<file path="config.mk">
export PLATFORM = sky130hd
export DESIGN_NAME = mc_ctrl
export DESIGN_NICKNAME = d
export VERILOG_FILES = /design/src/rtl/mc_ctrl_pkg.sv /design/src/rtl/mc_ctrl_decode.sv /design/src/rtl/mc_ctrl.sv
export SDC_FILE = /design/constraint.sdc
export NUM_CORES = 1
export LEC_CHECK = 0
export CAP_MARGIN = 10
export CORE_MARGIN = 2
export CORE_UTILIZATION = 51
export DETAILED_ROUTE_END_ITERATION = 16
export PLACE_DENSITY = 0.81
export SLEW_MARGIN = 20
export SYNTH_ARGS = -nofsm -noshare
export SYNTH_HDL_FRONTEND = slang
export SYNTH_SLANG_ARGS = --single-unit
</file>
<file path="constraint.sdc">
create_clock -name clk -period 3.8 [get_ports clk]
set_input_delay 0.76 -clock clk [delete_from_list [all_inputs] [get_ports clk]]
set_output_delay 0.76 -clock clk [all_outputs]
set_load 0.02 [all_outputs]
</file>
<file path="src/rtl/mc_ctrl_pkg.sv">
// Shared types and constants for the multi-cycle control sequencer.
package mc_ctrl_pkg;

    typedef enum logic [2:0] {
        ST_IDLE   = 3'd0,
        ST_FETCH  = 3'd1,
        ST_DECODE = 3'd2,
        ST_EXEC   = 3'd3,
        ST_MEM    = 3'd4,
        ST_WB     = 3'd5,
        ST_HALT   = 3'd6
    } state_t;

    typedef enum logic [2:0] {
        CLS_ALU = 3'd0,
        CLS_LW  = 3'd1,
        CLS_SW  = 3'd2,
        CLS_BEQ = 3'd3,
        CLS_JAL = 3'd4
    } cls_t;

    localparam logic [6:0] OP_R   = 7'h33;
    localparam logic [6:0] OP_I   = 7'h13;
    localparam logic [6:0] OP_LW  = 7'h03;
    localparam logic [6:0] OP_SW  = 7'h23;
    localparam logic [6:0] OP_BEQ = 7'h63;
    localparam logic [6:0] OP_JAL = 7'h6F;

    localparam logic [2:0] ALU_ADD = 3'b010;
    localparam logic [2:0] ALU_SUB = 3'b110;
    localparam logic [2:0] ALU_AND = 3'b000;
    localparam logic [2:0] ALU_OR  = 3'b001;
    localparam logic [2:0] ALU_SLT = 3'b111;

    // funct3 to ALU op for the non-add/sub encodings shared by R and I types
    function automatic logic [2:0] funct3_alu(input logic [2:0] funct3);
        logic [2:0] res;
        case (funct3)
            3'b111:  res = ALU_AND;
            3'b110:  res = ALU_OR;
            3'b010:  res = ALU_SLT;
            default: res = ALU_ADD;
        endcase
        return res;
    endfunction

endpackage

</file>
<file path="src/rtl/mc_ctrl_decode.sv">
// Combinational instruction decoder: class, ALU op, B-input select and validity.
module mc_ctrl_decode
    import mc_ctrl_pkg::*;
(
    input  logic [31:0] ir,
    output cls_t        cls,
    output logic [2:0]  op,
    output logic        alu_src,
    output logic        valid
);

    logic unused_s;
    assign unused_s = ^{ir[31], ir[29:15], ir[11:7]};

    // Opcode/funct decode; unknown opcodes fall through with valid low
    always_comb begin
        cls     = CLS_ALU;
        op      = ALU_ADD;
        alu_src = 1'b0;
        valid   = 1'b0;
        case (ir[6:0])
            OP_R: begin
                valid = 1'b1;
                if (ir[14:12] == 3'b000) begin
                    op = ir[30] ? ALU_SUB : ALU_ADD;
                end else begin
                    op = funct3_alu(ir[14:12]);
                end
            end
            OP_I: begin
                valid   = 1'b1;
                alu_src = 1'b1;
                op      = funct3_alu(ir[14:12]);
            end
            OP_LW: begin
                valid   = 1'b1;
                cls     = CLS_LW;
                alu_src = 1'b1;
            end
            OP_SW: begin
                valid   = 1'b1;
                cls     = CLS_SW;
                alu_src = 1'b1;
            end
            OP_BEQ: begin
                valid = 1'b1;
                cls   = CLS_BEQ;
                op    = ALU_SUB;
            end
            OP_JAL: begin
                valid = 1'b1;
                cls   = CLS_JAL;
            end
            default: begin
                valid = 1'b0;
            end
        endcase
    end

endmodule

</file>
<file path="src/rtl/mc_ctrl.sv">
// Multi-cycle control sequencer: owns PC, IR and retire counter and steps
// each instruction through FETCH/DECODE/EXEC/MEM/WB with registered strobes.
module mc_ctrl
    import mc_ctrl_pkg::*;
#(
    parameter logic [31:0] ENTRY_PC  = 32'h0000_0028,
    parameter int          MAX_INSNS = 16,
    parameter int          CNT_W     = 16
) (
    input  logic             clk,
    input  logic             rst_n,
    input  logic             start,
    input  logic [31:0]      ins,
    input  logic [31:0]      imm,
    input  logic             zero,
    output logic [31:0]      pc,
    output logic [31:0]      ir,
    output logic             RegWrite,
    output logic             ALUSrc,
    output logic [2:0]       op,
    output logic             MemRead,
    output logic             MemWrite,
    output logic             Mem2Reg,
    output logic             link,
    output logic             busy,
    output logic             halted,
    output logic             illegal,
    output logic [CNT_W-1:0] retired
);

    state_t            state_r;
    logic [31:0]       pc_r;
    logic [31:0]       ir_r;
    logic [CNT_W-1:0]  retired_r;
    logic              reg_write_r;
    logic              mem_read_r;
    logic              mem_write_r;
    logic              mem2reg_r;
    logic              link_r;
    logic              busy_r;
    logic              halted_r;
    logic              illegal_r;

    cls_t              cls_s;
    logic [2:0]        op_s;
    logic              alu_src_s;
    logic              valid_s;
    logic [31:0]       pc_next_s;
    logic [CNT_W-1:0]  retired_inc_s;
    logic              halt_next_s;
    state_t            after_s;

    mc_ctrl_decode u_decode (
        .ir      (ir_r),
        .cls     (cls_s),
        .op      (op_s),
        .alu_src (alu_src_s),
        .valid   (valid_s)
    );

    // Values committed on the edge that retires an instruction
    always_comb begin
        if (retired_r != {CNT_W{1'b1}}) begin
            retired_inc_s = retired_r + {{(CNT_W-1){1'b0}}, 1'b1};
        end else begin
            retired_inc_s = retired_r;
        end
        halt_next_s = (MAX_INSNS != 32'sd0) && (retired_inc_s == CNT_W'(MAX_INSNS));
        if (((cls_s == CLS_BEQ) && zero) || (cls_s == CLS_JAL)) begin
            pc_next_s = pc_r + imm;
        end else begin
            pc_next_s = pc_r + 32'd4;
        end
        after_s = halt_next_s ? ST_HALT : ST_FETCH;
    end

    // Sequencer FSM; strobes are registered from the next state so they are
    // glitch-free and cleared asynchronously by rst_n
    always_ff @(posedge clk or negedge rst_n) begin
        if (!rst_n) begin
            state_r     <= ST_IDLE;
            pc_r        <= ENTRY_PC;
            ir_r        <= 32'd0;
            retired_r   <= {CNT_W{1'b0}};
            reg_write_r <= 1'b0;
            mem_read_r  <= 1'b0;
            mem_write_r <= 1'b0;
            mem2reg_r   <= 1'b0;
            link_r      <= 1'b0;
            busy_r      <= 1'b0;
            halted_r    <= 1'b0;
            illegal_r   <= 1'b0;
        end else begin
            reg_write_r <= 1'b0;
            mem_read_r  <= 1'b0;
            mem_write_r <= 1'b0;
            mem2reg_r   <= 1'b0;
            link_r      <= 1'b0;
            case (state_r)
                ST_IDLE: begin
                    if (start) begin
                        state_r   <= ST_FETCH;
                        pc_r      <= ENTRY_PC;
                        retired_r <= {CNT_W{1'b0}};
                        illegal_r <= 1'b0;
                        busy_r    <= 1'b1;
                    end
                end
                ST_FETCH: begin
                    ir_r    <= ins;
                    state_r <= ST_DECODE;
                end
                ST_DECODE: begin
                    if (!valid_s) begin
                        state_r   <= ST_HALT;
                        illegal_r <= 1'b1;
                        busy_r    <= 1'b0;
                        halted_r  <= 1'b1;
                    end else begin
                        state_r <= ST_EXEC;
                    end
                end
                ST_EXEC: begin
                    case (cls_s)
                        CLS_LW: begin
                            state_r    <= ST_MEM;
                            mem_read_r <= 1'b1;
                        end
                        CLS_SW: begin
                            state_r     <= ST_MEM;
                            mem_write_r <= 1'b1;
                        end
                        CLS_BEQ: begin
                            state_r   <= after_s;
                            pc_r      <= pc_next_s;
                            retired_r <= retired_inc_s;
                            busy_r    <= !halt_next_s;
                            halted_r  <= halt_next_s;
                        end
                        CLS_JAL: begin
                            state_r     <= ST_WB;
                            reg_write_r <= 1'b1;
                            link_r      <= 1'b1;
                        end
                        default: begin
                            state_r     <= ST_WB;
                            reg_write_r <= 1'b1;
                        end
                    endcase
                end
                ST_MEM: begin
                    if (cls_s == CLS_LW) begin
                        state_r     <= ST_WB;
                        reg_write_r <= 1'b1;
                        mem2reg_r   <= 1'b1;
                    end else begin
                        state_r   <= after_s;
                        pc_r      <= pc_next_s;
                        retired_r <= retired_inc_s;
                        busy_r    <= !halt_next_s;
                        halted_r  <= halt_next_s;
                    end
                end
                ST_WB: begin
                    state_r   <= after_s;
                    pc_r      <= pc_next_s;
                    retired_r <= retired_inc_s;
                    busy_r    <= !halt_next_s;
                    halted_r  <= halt_next_s;
                end
                ST_HALT: begin
                    if (start) begin
                        state_r  <= ST_IDLE;
                        halted_r <= 1'b0;
                    end
                end
                default: begin
                    state_r  <= ST_IDLE;
                    busy_r   <= 1'b0;
                    halted_r <= 1'b0;
                end
            endcase
        end
    end

    assign pc       = pc_r;
    assign ir       = ir_r;
    assign retired  = retired_r;
    assign RegWrite = reg_write_r;
    assign MemRead  = mem_read_r;
    assign MemWrite = mem_write_r;
    assign Mem2Reg  = mem2reg_r;
    assign link     = link_r;
    assign busy     = busy_r;
    assign halted   = halted_r;
    assign illegal  = illegal_r;
    assign op       = op_s;
    assign ALUSrc   = alu_src_s;

endmodule

</file>
* Yosys cells after proc, flatten, opt, wreduce, memory -nomap -nowiden
Index checks and enable logic that the tools add are counted.
Word-level totals: register bits after elaboration 91, latch bits 0, memory bits (writable) 0, bits in read-only memories 0, input port bits 68, output and inout port bits 92, word-level logic and storage cells 105, memories kept 0
Operators by class: add/sub/neg operators 3, multipliers 0, divide/modulo/power cells 0, magnitude comparators 0, eq/ne operators 26, shifts and indexed selects 0, muxes and demuxes 44, bitwise operators 2, reduce and logical (&&, ||, !) cells 18
Operators by type and width (count):
- $mux 32 | 4
- $pmux 32 s4 | 1
- $mux 16 | 4
- $pmux 16 s4 | 1
- $add 32x3->32 const B | 1
- $add 32x32->32 | 1
- $mux 3 | 7
- $pmux 3 s7 | 1
- $eq 3x3->1 const B | 6
- $mux 1 | 18
- $pmux 3 s3 | 2
- $add 16x1->16 const B | 1
- $eq 16x5->1 const B | 1
- $ne 16x16->1 const B | 1
- $eq 3x2->1 const B | 5
- $eq 7x6->1 const B | 2
- $eq 7x7->1 const B | 2
- $pmux 1 s6 | 2
- $pmux 3 s4 | 1
- $ne 2x2->1 const B | 5
- $reduce_and 5->1 | 2
- $eq 7x2->1 const B | 1
- $eq 7x5->1 const B | 1
- $eq 3x1->1 const B | 2
- other kinds (15) | 21

* Logic depth before layout (Yosys ltp)
depth after elaboration 8, depth in mapped cells 11, mapped depth without buffers 11

* Cells and area by module
From an unflattened synthesis, not the netlist that was laid out.
Second synthesis, totals: cells, all modules 748, area total of the unflattened synthesis 6467.5 um^2
Modules (own cells, without submodules):
- mc_ctrl | times used 1, cells each 728, area an instance 6343.6 um^2, sequential area each 2279.7 um^2
- mc_ctrl_decode | times used 1, cells each 20, area an instance 123.9 um^2, sequential area each 0.0 um^2

* Worst setup path after synthesis
No wires, ideal clock.
path kind input port to flip-flop, from in imm[6], to reg pc_r[29], in the netlist pc[29], library setup time 141 ps, arrival time 2953 ps, data required time 3659 ps, slack 706 ps, cell stages on the path 10, path buffers 1, cells stage by stage ha_1 -> buf_6 -> a21o_1 -> a2111o_1 -> or4_4 -> a31oi_4 -> o211ai_2 -> a31oi_2 -> xor2_1 -> o221ai_1
On the way: cells in the longest elaborated chain, start to end 4, elaborated cells between the ends (all ways) 5, classes of those cells add/sub: 1; mux: 4
RTL lines:
- start, declared | RTL line mc_ctrl.sv:14 | input logic [31:0] imm,
- $add 32x32->32 (*) | RTL line mc_ctrl.sv:70 | pc_next_s = pc_r + imm;
- $mux 32 (*) | RTL line mc_ctrl.sv:69 | if (((cls_s == CLS_BEQ) && zero) || (cls_s == CLS_JAL)) begin
- $mux 32 (on tied branches) | RTL line mc_ctrl.sv:152, mc_ctrl.sv:124
- $pmux 32 s4 (*) | RTL line mc_ctrl.sv:99 | case (state_r)
- end signal, assigned | RTL line mc_ctrl.sv:135 | pc_r <= pc_next_s;
- end signal, assigned | RTL line mc_ctrl.sv:158 | pc_r <= pc_next_s;
- end signal, assigned | RTL line mc_ctrl.sv:166 | pc_r <= pc_next_s;
- end, declared | RTL line mc_ctrl.sv:32 | logic [31:0] pc_r;
Every way passes the cells marked *; elsewhere a longest branch is shown, timed or not. The select of a mux whose other input is x is not followed. A chain may end at the register's enable or synchronous reset.

* Worst setup path in the final report
from in imm[8], to reg pc_r[25], in the netlist pc[25]
Same word-level chain as after synthesis.

==> qor.csv <==
metric,value,unit
relSlewSlack,52.23,%
io-pin-count,160,
worst_setup_path_start_kind,primary input,
reg2regPathDepth,9,
final_max_slew_viol_count,0,
antenna_found_initial,0,
synth_compound_area_share,25.65,%
syn_area,6878,µm²
rr_startpoint,pc[3],
power.density,573.6,nW/µm²
clk_pin_slew,0.07,ns
yosys_warnings,0,
io_buffers,159,
place_area,8648,µm²
yosysTopAreaCell,dfrtp_1,
drive_gt1_share,10.77,%
grt_use_total,28.48,%
avgSynthCellArea,8.512,µm²
routed_wl,20560,µm
drt-initial-drc-count,616,
vias,7056,
dieWidth,120.1,µm
overflow,0,
cts_resized,0,
cts_root_buf,clkbuf_16,
worstSetupEndpoint,pc[25],
power.leakage,3.652,nW
hold_viol,0,
maxCapViolations,0,
gp_congestion,0.9698,
clock_path_buffers,2,
syn_inst,808,
ys_types,83,
drc,0,
final_min_period_over_clock_period,86.31,%
insertion_delay,0.36,ns
grt_max_degree,51,
rows,42,
reg2reg_slack,0.76,ns
required,4.05,ns
endpoint_kind,flop,
dp_hpwl,15080,µm
post_cts_buffers,0,
synth_seq_cells,91,
cts_hold_buf,0,
fp.dieArea,14430,µm²
period_needed,3.280,ns
tightest_slew,0.7100,ns
antennaDiodeCount,0,
syn_to_final_growth,30.38,%
seq_area_frac_synth,33.15,%
whs,0.4262,ns
rsz0062_at_grt,false,
synthFlopType,dfrtp_1,
cts_tree,built,
finClkSkew,0.008383,ns
hold_path.class,primary input to async pin,
wl_per_cell,18.00,µm
synth_edf_count,0,
r2r-end,pc[26],
stdcell_area,8967,µm²
fill_cells,1070,
synthMuxAreaShare,5.530,%
setup_tns,0,ns
critPathArrivalTime,3.53,ns
cp_max_fo,6,
status,completed,
yosys.area_share.simple,21.65,%
grt_pass1_vias,6523,
clock-sinks,91,
vias_per_cell,6.179,
syn_nets,910,
htreeDepth,3,
fmax,304.9,MHz
crit_path_start,imm[8],
synth_xor_xnor_area_share,3.693,%
finalSetupViolCount,0,
initial_core_util,52.14,%
synthArstFlopShare,100.0,%
die_height,120.1,µm
synth_area_leaders,"dfrtp_1 32%, ha_1 6.0%, o21ai_0 5.8%",
synthAdderAreaFrac,6.294,%
grt_pass1_wl,33110,µm
peakVddDrop,0.0003302,V
postRouteAntennaNets,0,
firstDrtPassIters,5,
critPathKind,primary input to flop,
nets,1063,
netlist.area_leader.share,32.38,%
coreArea,13190,µm²
numCtsBuffers,9,
synth_top_family_by_area,compound AO/OA/AOI/OAI gates,
worst min path at each step:
stage	slack, ns	cells after the start	endpoint	start
2_1_floorplan	0.46	0	Mem2Reg	rst_n
5_1_grt	0.48	1	ir[11]	rst_n
6_report	0.43	1	ir[21]	rst_n
3_3_place_gp	0.49	1	halted	halted
4_1_cts	0.44	1	ir[30]	rst_n
3_5_place_dp	0.49	1	halted	halted
layer usage:
metal | vias up | GRT usage [%] | part of all wire (%)
met5 | - | 0 | 0
met4 | 0 | 9.706 | 2.2
met3 | 40 | 4.135 | 6.3
met2 | 310 | 47.69 | 49
met1 | 3359 | 37.75 | 42
li1 | 3347 | - | -
layout make-up:
cell class,instances,area (µm²),share of cell area [%]
Clock inverter,6,80.08,0.8930
Sequential cell,91,2280,25.42
Multi-Input combinational cell,663,4330,48.29
Tap cell,176,220.2,2.456
Inverter,13,48.80,0.5442
Timing Repair Buffer,183,1769,19.73
Clock buffer,10,239.0,2.665
where the power goes:
part	switching, mW	internal [mW]
clock network	0.433	0.541
logic	1.45	1.19
registers	0.292	1.23
total	2.18	2.97
cell families (layout without fill, tap and decap cells):
family / Yosys count / after routing
flip-flops: 91 / 91
multiplexers: 34 / 34
AND/OR/NAND/NOR: 291 / 291
XOR/XNOR: 29 / 29
buffers and inverters: 54 / 212
AO/OA/AOI/OAI: 275 / 275
adder cells (fa/ha/maj): 34 / 34
worst max-delay path, cell delays in order:
cell and delay (ns):
clkdlybuf4s50_1 0.43, ha_1 0.39, a21oi_1 0.18, nor2_1 0.06, a211oi_1 0.39, o31ai_1 0.21
a221oi_1 0.43, o21ai_0 0.17, xor2_1 0.16, a221o_1 0.34
synth_stat cells (11+ instances only):
| library cell | count |
|---|---|
| xor2_1 | 14 |
| xnor2_1 | 15 |
| nor2_1 | 64 |
| ha_1 | 33 |
| o21ai_0 | 80 |
| nand4_1 | 11 |
| clkbuf_1 | 26 |
| and3_1 | 15 |
| inv_1 | 13 |
| nor3_1 | 23 |
| mux2_2 | 32 |
| a31oi_1 | 14 |
| nand3_1 | 33 |
| nand2_1 | 73 |
| dfrtp_1 | 89 |
| a21oi_1 | 71 |
| a21o_1 | 15 |
per-stage QoR:
step           power [mW]  instances  setup slack, ns  util (%)
3_5_place_dp        4.135       1126           0.1888     65.57
3_3_place_gp        4.080       1126           0.2319     65.57
5_1_grt             5.423       1142           0.3933     67.99
4_1_cts             5.121       1142           0.5457     67.99
6_report            5.144       1142           0.5203     67.99
2_1_floorplan       3.095        808           0.7056         -
flip-flops by register name (all words and copies together) (netlist names), 3 cells and up:
signal	flops
ir	32
state_r	3
retired	16
pc	32
layout by cell type, fill, tap and decap left out, types with 5 or more instances in the layout:
| master | count |
|---|---|
| clkdlybuf4s50_1 | 158 |
| dfrtp_1 | 89 |
| o21ai_0 | 80 |
| nand2_1 | 73 |
| a21oi_1 | 70 |
| nor2_1 | 63 |
| nand3_1 | 33 |
| ha_1 | 33 |
| mux2_2 | 32 |
| buf_4 | 25 |
| nor3_1 | 23 |
| and3_1 | 15 |
| a21o_1 | 15 |
| xnor2_1 | 15 |
| a31oi_1 | 14 |
| xor2_1 | 14 |
| inv_1 | 13 |
| nand4_1 | 11 |
| nand2b_1 | 9 |
| a211oi_1 | 9 |
| nor4_1 | 9 |
| clkbuf_16 | 9 |
| and2_1 | 8 |
| nor3b_1 | 8 |
| o31ai_1 | 8 |
| nor2b_1 | 7 |
| o22ai_1 | 7 |
| o211ai_1 | 7 |
| a31o_2 | 6 |
| o221ai_1 | 6 |
| o41ai_1 | 5 |
| or2_2 | 5 |
(Power assumes the default switching activity.)
